--- src/rtl/instr_encoder.sv ---
// RV32I field-bundle to instruction-word encoder that streams legal words into IMEM
// at an auto-incrementing word address, flagging illegal bundles instead of writing them.
module instr_encoder #(
    parameter int ADDR_W = 11
) (
    input  logic              clk,
    input  logic              rst,
    input  logic              clr,
    input  logic              in_valid,
    output logic              in_ready,
    input  logic [3:0]        cls,
    input  logic [3:0]        alu_op,
    input  logic [2:0]        br_op,
    input  logic [3:0]        ld_op,
    input  logic [4:0]        rs1_addr,
    input  logic [4:0]        rs2_addr,
    input  logic [4:0]        rd_addr,
    input  logic [31:0]       imm,
    output logic              imem_we,
    input  logic              imem_ready,
    output logic [ADDR_W-1:0] imem_addr,
    output logic [31:0]       imem_wdata,
    output logic              err,
    output logic              err_sticky,
    output logic              full,
    output logic [ADDR_W:0]   count
);

    localparam logic [ADDR_W:0] DEPTH = (ADDR_W+1)'(2**ADDR_W);

    typedef enum logic [3:0] {
        CLS_OP, CLS_OPIMM, CLS_LOAD, CLS_STORE, CLS_BRANCH,
        CLS_JAL, CLS_JALR, CLS_LUI, CLS_AUIPC
    } cls_e;

    logic [ADDR_W:0] ptr;
    logic [31:0]     word;
    logic            legal;
    logic [2:0]      f3_alu, f3_ld, f3_br;
    logic [6:0]      funct7;
    logic            alu_ok, is_shift, ld_ok, st_ok, br_ok;
    logic            i_ok, b_ok, j_ok, u_ok, shamt_ok;
    logic            accept;

    // Immediate range checks: the value must be exactly what the decoder would sign-extend.
    assign i_ok     = (imm == {{20{imm[11]}}, imm[11:0]});
    assign b_ok     = ~imm[0] & (imm == {{19{imm[12]}}, imm[12:0]});
    assign j_ok     = ~imm[0] & (imm == {{11{imm[20]}}, imm[20:0]});
    assign u_ok     = (imm[11:0] == 12'd0);
    assign shamt_ok = (imm[31:5] == 27'd0);
    assign alu_ok   = (alu_op <= 4'd9);
    assign is_shift = (alu_op >= 4'd7) && (alu_op <= 4'd9);
    assign funct7   = {1'b0, (alu_op == 4'd1) || (alu_op == 4'd9), 5'b0};
    assign st_ok    = (ld_op == 4'b1001) || (ld_op == 4'b1011) || (ld_op == 4'b1111);

    // NOTE: every always_comb output gets a default first so no path leaves it unassigned (no latch).
    always_comb begin
        f3_alu = 3'b000;
        unique case (alu_op)
            4'd2:    f3_alu = 3'b010;
            4'd3:    f3_alu = 3'b011;
            4'd4:    f3_alu = 3'b100;
            4'd5:    f3_alu = 3'b110;
            4'd6:    f3_alu = 3'b111;
            4'd7:    f3_alu = 3'b001;
            4'd8,
            4'd9:    f3_alu = 3'b101;
            default: f3_alu = 3'b000;
        endcase

        f3_ld = 3'b000;
        ld_ok = 1'b1;
        case (ld_op)
            4'b1001: f3_ld = 3'b000;
            4'b1011: f3_ld = 3'b001;
            4'b1111: f3_ld = 3'b010;
            4'b0001: f3_ld = 3'b100;
            4'b0011: f3_ld = 3'b101;
            default: ld_ok = 1'b0;
        endcase

        f3_br = 3'b000;
        br_ok = 1'b1;
        case (br_op)
            3'd0:    f3_br = 3'b000;
            3'd1:    f3_br = 3'b001;
            3'd2:    f3_br = 3'b100;
            3'd3:    f3_br = 3'b101;
            3'd4:    f3_br = 3'b110;
            3'd5:    f3_br = 3'b111;
            default: br_ok = 1'b0;
        endcase
    end

    always_comb begin
        word  = 32'd0;
        legal = 1'b1;
        case (cls)
            CLS_OP: begin
                word  = {funct7, rs2_addr, rs1_addr, f3_alu, rd_addr, 7'b0110011};
                legal = alu_ok;
            end
            CLS_OPIMM: begin
                if (is_shift) begin
                    word  = {funct7, imm[4:0], rs1_addr, f3_alu, rd_addr, 7'b0010011};
                    legal = shamt_ok;
                end else begin
                    word  = {imm[11:0], rs1_addr, f3_alu, rd_addr, 7'b0010011};
                    legal = alu_ok && (alu_op != 4'd1) && i_ok;
                end
            end
            CLS_LOAD: begin
                word  = {imm[11:0], rs1_addr, f3_ld, rd_addr, 7'b0000011};
                legal = ld_ok && i_ok;
            end
            CLS_STORE: begin
                word  = {imm[11:5], rs2_addr, rs1_addr, f3_ld, imm[4:0], 7'b0100011};
                legal = st_ok && i_ok;
            end
            CLS_BRANCH: begin
                word  = {imm[12], imm[10:5], rs2_addr, rs1_addr, f3_br, imm[4:1], imm[11], 7'b1100011};
                legal = br_ok && b_ok;
            end
            CLS_JAL: begin
                word  = {imm[20], imm[10:1], imm[11], imm[19:12], rd_addr, 7'b1101111};
                legal = j_ok;
            end
            CLS_JALR: begin
                word  = {imm[11:0], rs1_addr, 3'b000, rd_addr, 7'b1100111};
                legal = i_ok;
            end
            CLS_LUI: begin
                word  = {imm[31:12], rd_addr, 7'b0110111};
                legal = u_ok;
            end
            CLS_AUIPC: begin
                word  = {imm[31:12], rd_addr, 7'b0010111};
                legal = u_ok;
            end
            default: legal = 1'b0;
        endcase
    end

    assign full     = (ptr == DEPTH);
    assign in_ready = ~full & (~imem_we | imem_ready);
    assign accept   = in_valid & in_ready;

    // NOTE: state registers use non-blocking assignments so every flop samples pre-edge values.
    always_ff @(posedge clk) begin
        if (rst || clr) begin
            ptr        <= '0;
            count      <= '0;
            imem_we    <= 1'b0;
            imem_addr  <= '0;
            imem_wdata <= 32'd0;
            err        <= 1'b0;
            err_sticky <= 1'b0;
        end else begin
            err <= 1'b0;
            if (imem_we && imem_ready) begin
                count   <= count + (ADDR_W+1)'(1);
                imem_we <= 1'b0;
            end
            // A new acceptance may overlap the retiring write, giving one word per cycle.
            if (accept) begin
                if (legal) begin
                    imem_we    <= 1'b1;
                    imem_addr  <= ptr[ADDR_W-1:0];
                    imem_wdata <= word;
                    ptr        <= ptr + (ADDR_W+1)'(1);
                end else begin
                    err        <= 1'b1;
                    err_sticky <= 1'b1;
                end
            end
        end
    end

endmodule

--- config.mk ---
export PLATFORM = sky130hd
export DESIGN_NAME = instr_encoder
export DESIGN_NICKNAME = d
export VERILOG_FILES = /design/src/rtl/instr_encoder.sv
export SDC_FILE = /design/constraint.sdc
export NUM_CORES = 1
export LEC_CHECK = 0
export CAP_MARGIN = 5
export CORE_MARGIN = 2
export CORE_UTILIZATION = 51
export DETAILED_ROUTE_END_ITERATION = 16
export GPL_TIMING_DRIVEN = 1
export PLACE_DENSITY = 0.95
export REMOVE_ABC_BUFFERS = 1
export SYNTH_ARGS = -nofsm -noshare
export SYNTH_HDL_FRONTEND = slang
export SYNTH_SLANG_ARGS = --single-unit
--- constraint.sdc ---
create_clock -name clk -period 4.45 [get_ports clk]
set_clock_uncertainty 0.2 [all_clocks]
set_input_delay 0.445 -clock clk [delete_from_list [all_inputs] [get_ports clk]]
set_output_delay 0.445 -clock clk [all_outputs]
set_load 0.005 [all_outputs]
==> results of run 1 <==
metrics by stage:
stage	hold slack, ns	power (mW)	utilization [%]	cells
2_1_floorplan	0.250	0.731	-	489
3_3_place_gp	0.235	0.859	70.1	731
3_5_place_dp	0.243	0.862	70.1	731
4_1_cts	0.263	1.37	72.6	747
5_1_grt	0.275	1.42	72.6	747
6_report	0.260	1.37	72.6	747
worst reg2reg max path: stages, from the launching register on:
cell	delay, ns
dfxtp_1	0.40
inv_1	0.08
ha_1	0.21
nor4b_1	0.15
and3_1	0.20
nor2b_1	0.19
and2_1	0.52
nand4_1	0.28
or4_1	0.45
a21oi_1	0.15
area by class of cell:
cell class | instances | area share [%]
multi-input combinational | 408 | 44.7
sequential | 69 | 24.5
timing repair buffer | 140 | 24.2
tap | 102 | 2.26
clock buffer | 9 | 2.20
clock inverter | 7 | 1.31
inverter | 12 | 0.799
path summary, 6_finish.rpt:
kind,endpoint,slack [ns],cells after the start
worst max-delay path,imem_wdata[21],0.51,10
worst min register to register,imem_addr[8],0.26,2
worst min-delay path,imem_addr[8],0.26,2
worst max register to register,ptr[10],1.53,9
cell usage in the layout (no fill, tap or decap), drive strengths merged, types with 4 or more instances in the layout:
master           n
clkdlybuf4s50  126
dfxtp           69
nand2           58
nor2            53
a21oi           50
mux2i           26
nor3            26
a211oi          20
nand3           19
buf             14
o21ai           14
and3            11
or3             11
a22oi           11
inv             11
nand4           10
o22ai           10
ha              10
nor2b            9
clkbuf           9
xor2             8
or4              7
nand2b           6
a222oi           6
clkinv           6
and2             5
a221oi           5
a2bb2oi          4
cell usage after synthesis (all sizes together), types with 2 or more instances:
library cell | n | share of area (%)
nor3 | 26 | 3.6
clkinv | 2 | 0.18
ha | 10 | 3.0
clkbuf | 24 | 2.2
o21ai | 14 | 1.7
nand4 | 10 | 1.5
and3 | 11 | 1.7
inv | 10 | 0.91
o21a | 2 | 0.36
a211oi | 20 | 3.8
a2bb2oi | 4 | 0.85
or2 | 2 | 0.30
nor2b | 9 | 1.4
dfxtp | 69 | 34
o31ai | 3 | 0.55
a22oi | 11 | 2.0
nor2 | 53 | 5.0
or3 | 11 | 1.7
mux2i | 26 | 6.3
nor4b | 3 | 0.64
xnor2 | 3 | 0.64
nand2b | 6 | 0.91
or4 | 7 | 1.5
nor4 | 3 | 0.46
nand2 | 58 | 5.3
buf | 12 | 2.0
xor2 | 8 | 1.7
a221oi | 5 | 1.1
o22ai | 10 | 1.5
nand3 | 19 | 2.3
and2 | 5 | 0.76
a21oi | 50 | 6.1
a222oi | 6 | 1.5
sequential cells by signal, indices dropped and copies added (netlist names):
signal,cells
imem_addr,11
imem_wdata,31
count,12
err_sticky,1
imem_we,1
err,1
ptr,12
cells by family (layout without fill, tap and decap cells):
| group | count (synthesis) | after routing | share of synthesized area, % |
|---|---|---|---|
| fa+ha+maj | 10 | 10 | 3.04 |
| buf+inv | 48 | 168 | 5.26 |
| compound gates | 135 | 135 | 21.8 |
| simple gates | 225 | 225 | 27.4 |
| xor+xnor | 11 | 11 | 2.34 |
| flops | 69 | 69 | 33.6 |
| mux | 27 | 27 | 6.60 |
routing by layer:
metal | GRT usage (%) | up-vias | wire length [um]
met5 | 0 | - | 0
met4 | 10.7 | 0 | 389
met3 | 4.82 | 43 | 1090
met2 | 49.5 | 282 | 6330
met1 | 37.1 | 2140 | 5270
li1 | - | 2161 | -
power by group through the flow:
stage | Combinational (mW) | Sequential (mW) | Clock, mW
global placement | 0.224 | 0.635 | 0
floorplan | 0.0959 | 0.635 | 0
CTS | 0.228 | 0.621 | 0.521
finish | 0.234 | 0.621 | 0.517
detailed placement | 0.227 | 0.635 | 0
global route | 0.250 | 0.621 | 0.551
==> impl_results.md, run 1 <==
* CP dominant cell by count: buf_4
* Vias in the first global route at 4,336
* Slew HR at 15.0%
* Power per cell area at 243 nW/um^2
* First-pass GRT wire length at 20,400 um
* P&R area growth vs syn at 37.0%
* Routed wire length at 13,100 um
* Die area at 8810 sq um
* Internal cell power at 988 uW
* Hold WC Path Type: register to register
* Fmax at 254 MHz
* Buf/Inv on CP at 3
* Yosys warnings at 0
* Fill cell count at 599
* Placed inst area at 5440 sq um
* Share of total power in the clock network at 37.7%
* Total GRT Usage at 29.2%
* Chip Width at 93.8 um
* Critical Path End Type: register
* Initial antenna violation count at 0
* Final instance area at 5640 sq um
* Antenna-violating nets left at 0
* Mapped Avg Cell Area at 7.84 sq um
* RR Startpoint: ptr[0]
* Data arrival time of the worst path at 3.98 ns
* Combinational Power Share at 17.1%
* Hold_sp: imem_addr[8]
* Asr flop ratio synth at 0%
* Ant. Diodes at 0
* Reg area at 1380 sq um
* Clock sink total at 69
* # setup viols final at 0
* Top Family by Delay on Critical Path: compound AO/OA/AOI/OAI gates
* Final setup TNS at 0 ns
* Post-synthesis register bit count at 69
* Status: complete, no violations
* Setup Fix Bufs, Post-CTS at 0
* Final Hold Violating Endpoints at 0
* Largest net degree at the start of global routing at 45
* Leak at 2.03 nW
* GP Congestion at 0.948
* CP peak stage delay at 1.04 ns
* Crit path max fanout at 21
* Switching Power at 383 uW
* Synth Flop Type: dfxtp_1
* Sequential fraction of the synthesis area at 33.6%
* DR WL/cell at 17.5 um
* Number of placement rows at 32
* Area occupied by multi-input gates at 2520 sq um
* Critical path type: input pin to register
* Synthesized cell area at 4120 sq um
* Worst path cell trace: clkdlybuf4s50_1, buf_4, or4b_1, o21ai_1, nand4_1, o311ai_4, a211oi_2, nor2_2, buf_4, a211oi_1
* # nets final at 717
* Core ar. at 7770 sq um
* Max Slew Vio Count at 0
* Max VDD drop at 0.136 mV
* CTS tree: done
* Initial Util at 53.0%
* DR vias at 4,626
* Total CTS buffers at 9
* Buffer depth of the longest clock path at 2
* Drt drc at 0
* Worst Path Required at 4.50 ns
* Min setup slack post-route at 0.512 ns
* Pre-CTS setup slack at 0.253 ns
* Post-cts sizing count at 0
* Synth Instances at 525
* # hold bufs at CTS at 0
* Die height at 93.8 um
* Clk Latency, worst-skew pair at 0.35 ns
* EDFF count, synth at 0
* Unrepaired setup endpoints after global routing: no
* Gr ovfl total at 0
* CP Launch Type: input pin
* H-tree depth at 3
* Via/cell ratio at 6.19
* TritonRoute pass-1 iters at 8
* DR iter-0 viols at 405
* Crit. Startpoint: cls[0]
* Net Sw Frac at 27.9%
* Power share of the sequential group at 45.3%
* Final Cycle Share at 88.5%
* Worst-Margin Slew at 1.27 ns
* Reg clk slew, reported paths at 0.08 ns
* Max stage delay cell, worst path: a211oi_2
* Max-cap check violation count at 0
* Port Buffers at 126
* Final worst path period need at 3.94 ns
* Clk root buf: clkbuf_8
* I/O Pins at 127
* Detailed Place HPWL at 9930 um
* Layout cells sized above 1 at 6.67%
* Post-synthesis cell type count at 56
No activity file was read; power rests on OpenSTA's default activity.
==> run 2: changes to the inputs <==
--- a/config.mk
+++ b/config.mk
@@ -15,3 +15,4 @@
 export SYNTH_ARGS = -nofsm -noshare
 export SYNTH_HDL_FRONTEND = slang
 export SYNTH_SLANG_ARGS = --single-unit
+export TNS_END_PERCENT = 50
==> results of run 2 <==
Final layout, timing and power as in run 1 (identical DEF).
==> run 3: changes to the inputs <==
--- a/config.mk
+++ b/config.mk
@@ -6,10 +6,13 @@
 export NUM_CORES = 1
 export LEC_CHECK = 0
 export CAP_MARGIN = 5
+export CELL_PAD_IN_SITES_DETAIL_PLACEMENT = 0
+export CELL_PAD_IN_SITES_GLOBAL_PLACEMENT = 1
 export CORE_MARGIN = 2
-export CORE_UTILIZATION = 51
+export CORE_UTILIZATION = 36
 export DETAILED_ROUTE_END_ITERATION = 16
 export GPL_TIMING_DRIVEN = 1
+export HOLD_SLACK_MARGIN = 0.08
 export PLACE_DENSITY = 0.95
 export REMOVE_ABC_BUFFERS = 1
 export SYNTH_ARGS = -nofsm -noshare
==> run 3 against run 2 <==
  * Fmax up 8.8%
  * Die area up 40%
  * Sequential cell count unchanged
  * Design area up 2.8%
  * Hold slack worse by 0.0041 ns
  * Critical path depth down 2
  * Count of clock-buffer cells in the layout up 4
  * Sequential power about the same
  * Via count down 4.3%
  * Register-to-register slack better by 0.05 ns
  * Total power up 16%
  * Sequential share of layout area down 0.67 points
  * Critical path type unchanged
  * Largest cell class unchanged
==> impl_results.md, run 3 (synthesis results as in run 1) <==
* Status: complete, no violations
* Data arrival time of the worst path at 3.65 ns (-0.33 ns)
* Chip Width at 111 um (+18%)
* Crit path max fanout at 15 (-29%)
* Worst Path Required at 4.48 ns (-0.02 ns)
* Clk Latency, worst-skew pair at 0.33 ns (-0.02 ns)
* Layout cells sized above 1 at 6.37% (-0.30 points)
* TritonRoute pass-1 iters at 9 (+1)
* Total power at 1.58 mW (+16%)
* Fill cell count at 1,082 (+81%)
* GP Congestion at 0.874 (-7.8%)
* Core ar. at 11,300 sq um (+45%)
* Total CTS buffers at 9 (unchanged)
* Post-cts sizing count at 0 (unchanged)
* Worst-Margin Slew at 0.963 ns (-0.310 ns)
* Gr ovfl total at 0 (unchanged)
* Final worst path period need at 3.62 ns (-0.317 ns)
* Via/cell ratio at 5.63 (-9.1%)
* Max VDD drop at 0.195 mV (+44%)
* Share of total power in the clock network at 46.2% (+8.5 points)
* Vias in the first global route at 4,349 (+0.30%)
* Combinational Power Share at 14.6% (-2.5 points)
* Power per cell area at 273 nW/um^2 (+12%)
* # nets final at 716 (-0.14%)
* Port Buffers at 126 (unchanged)
* Hold WC Path Type: register to register
* DR WL/cell at 16.8 um (-4.0%)
* Switching Power at 378 uW (-1.2%)
* Leak at 2.08 nW (+2.3%)
* Max FFs per register at 31 (unchanged)
* Reg clk slew, reported paths at 0.06 ns (-0.02 ns)
* Critical path depth at 8 (-2)
* Initial antenna violation count at 0 (unchanged)
* Buffer depth of the longest clock path at 2 (unchanged)
* Total GRT Usage at 21.3% (-7.8 points)
* I/O Pins at 127 (unchanged)
* Internal cell power at 1.21 mW (+22%)
* Power share of the sequential group at 39.2% (-6.1 points)
* Final Hold Violating Endpoints at 0 (unchanged)
* Worst path cell trace: clkdlybuf4s50_1, or2_2, nor2_1, nand2_1, a21oi_1, a211o_1, nand2_2, a211oi_1
* Buf/Inv on CP at 1 (-2)
* Initial Util at 36.5% (-16 points)
* # setup viols final at 0 (unchanged)
* Clk root buf: clkbuf_16
* Max-cap check violation count at 0 (unchanged)
* CTS tree: done
* Area occupied by multi-input gates at 2520 sq um (unchanged)
* Slew HR at 35.8% (+21 points)
* Die height at 111 um (+18%)
* Antenna-violating nets left at 0 (unchanged)
* Critical path type: input pin to register
* Max stage delay cell, worst path: clkdlybuf4s50_1
* Worst r2r path cells at 9 (unchanged)
* H-tree depth at 3 (unchanged)
* Number of placement rows at 39 (+22%)
* Setup Fix Bufs, Post-CTS at 0 (unchanged)
* Metal2 WL at 6210 um (-1.9%)
* Detailed Place HPWL at 9930 um (about the same)
* Most common cell after layout, fill and taps aside: clkdlybuf4s50_1
* Final setup TNS at 0 ns (unchanged)
* DR iter-0 viols at 506 (+25%)
* Top Family by Delay on Critical Path: simple AND/OR/NAND/NOR gates
* Drt drc at 0 (unchanged)
* # hold bufs at CTS at 0 (unchanged)
* Commonest non-fill, non-tap cells in the layout: clkdlybuf4s50_1 (126), dfxtp_1 (69), nand2_1 (57)
* DR vias at 4,429 (-4.3%)
* DR WL met3 at 793 um (-27%)
* Largest reg by FF count: imem_wdata
* Unrepaired setup endpoints after global routing: no
* Final Cycle Share at 81.4% (-7.1 points)
* Clock sink total at 69 (unchanged)
* Die area at 12,300 sq um (+40%)
* Critical Path End Type: register
* Max Slew Vio Count at 0 (unchanged)
* Hold depth at 2 (unchanged)
* First-pass GRT wire length at 21,400 um (+4.9%)
* Top flop regs: imem_wdata (31), count (12), ptr (12)
* Highest Signal Layer: met4
* Largest net degree at the start of global routing at 45 (unchanged)
* Met1 WL at 6000 um (+14%)
* Routed wire length at 13,200 um (+1.1%)
* CP peak stage delay at 0.71 ns (-0.33 ns)
* Net Sw Frac at 23.9% (-4.1 points)
* CP Launch Type: input pin
* Ant. Diodes at 0 (unchanged)
* P&R area growth vs syn at 40.9%
* Fmax at 276 MHz (+8.8%)
* Reg area at 1380 sq um (unchanged)
[run 3: changes by cell type in the layout (fill, tap and decap cells not counted)]
cell / before / now
clkbuf_16: 0 / 9
clkbuf_8: 9 / 3
clkinv_4: 2 / 0
buf_4: 14 / 13
clkbuf_1: 0 / 1
clkinv_2: 2 / 1
inv_6: 1 / 0
[run 3: routing by layer]
| layer | GRT usage (%) | vias to the layer above |
|---|---|---|
| met4 | 8.42 | 0 |
| met2 | 33.9 | 168 |
| met1 | 28.4 | 2082 |
| met5 | 0 | - |
| li1 | - | 2159 |
| met3 | 4.48 | 20 |
[run 3: power by group through the flow]
stage                     clock network, mW  registers, mW  logic (mW)
after global routing                  0.778          0.622       0.253
after detailed placement                  0          0.635       0.227
after floorplan                           0          0.635      0.0959
after CTS                             0.742          0.622       0.228
final                                 0.732          0.622       0.231
after global placement                    0          0.635       0.224
[run 3: tightest hold or removal path: cells and delay by family (launching register included)]
kind | cells | cell delay (ns)
flip-flops | 1 | 0.30
multiplexers | 1 | 0.05
AND/OR/NAND/NOR | 1 | 0.05
[run 3: cell type report]
type	count	area share, %
multi-input combinational	408	43.5
sequential	69	23.8
timing repair buffer	139	23.4
clock buffer	13	4.66
tap	143	3.09
inverter	12	0.777
clock inverter	3	0.734
[run 3: final timing paths]
check             slack (ns)          from            end
setup / recovery        0.83        cls[1]  imem_wdata[4]
hold / removal          0.26  imem_addr[7]   imem_addr[7]
setup reg to reg        1.58        ptr[0]        ptr[10]
hold reg to reg         0.26  imem_addr[7]   imem_addr[7]
[run 3: through the flow]
step,instance area [sq um],utilization (%),setup WS [ns],hold WS (ns),cells
floorplan,3950,-,1.27,0.250,489
global placement,5480,48.6,0.432,0.240,770
detailed placement,5480,48.6,0.260,0.251,770
CTS,5790,51.4,0.623,0.259,786
global route,5800,51.4,0.573,0.278,787
finish,5800,51.4,0.829,0.256,787
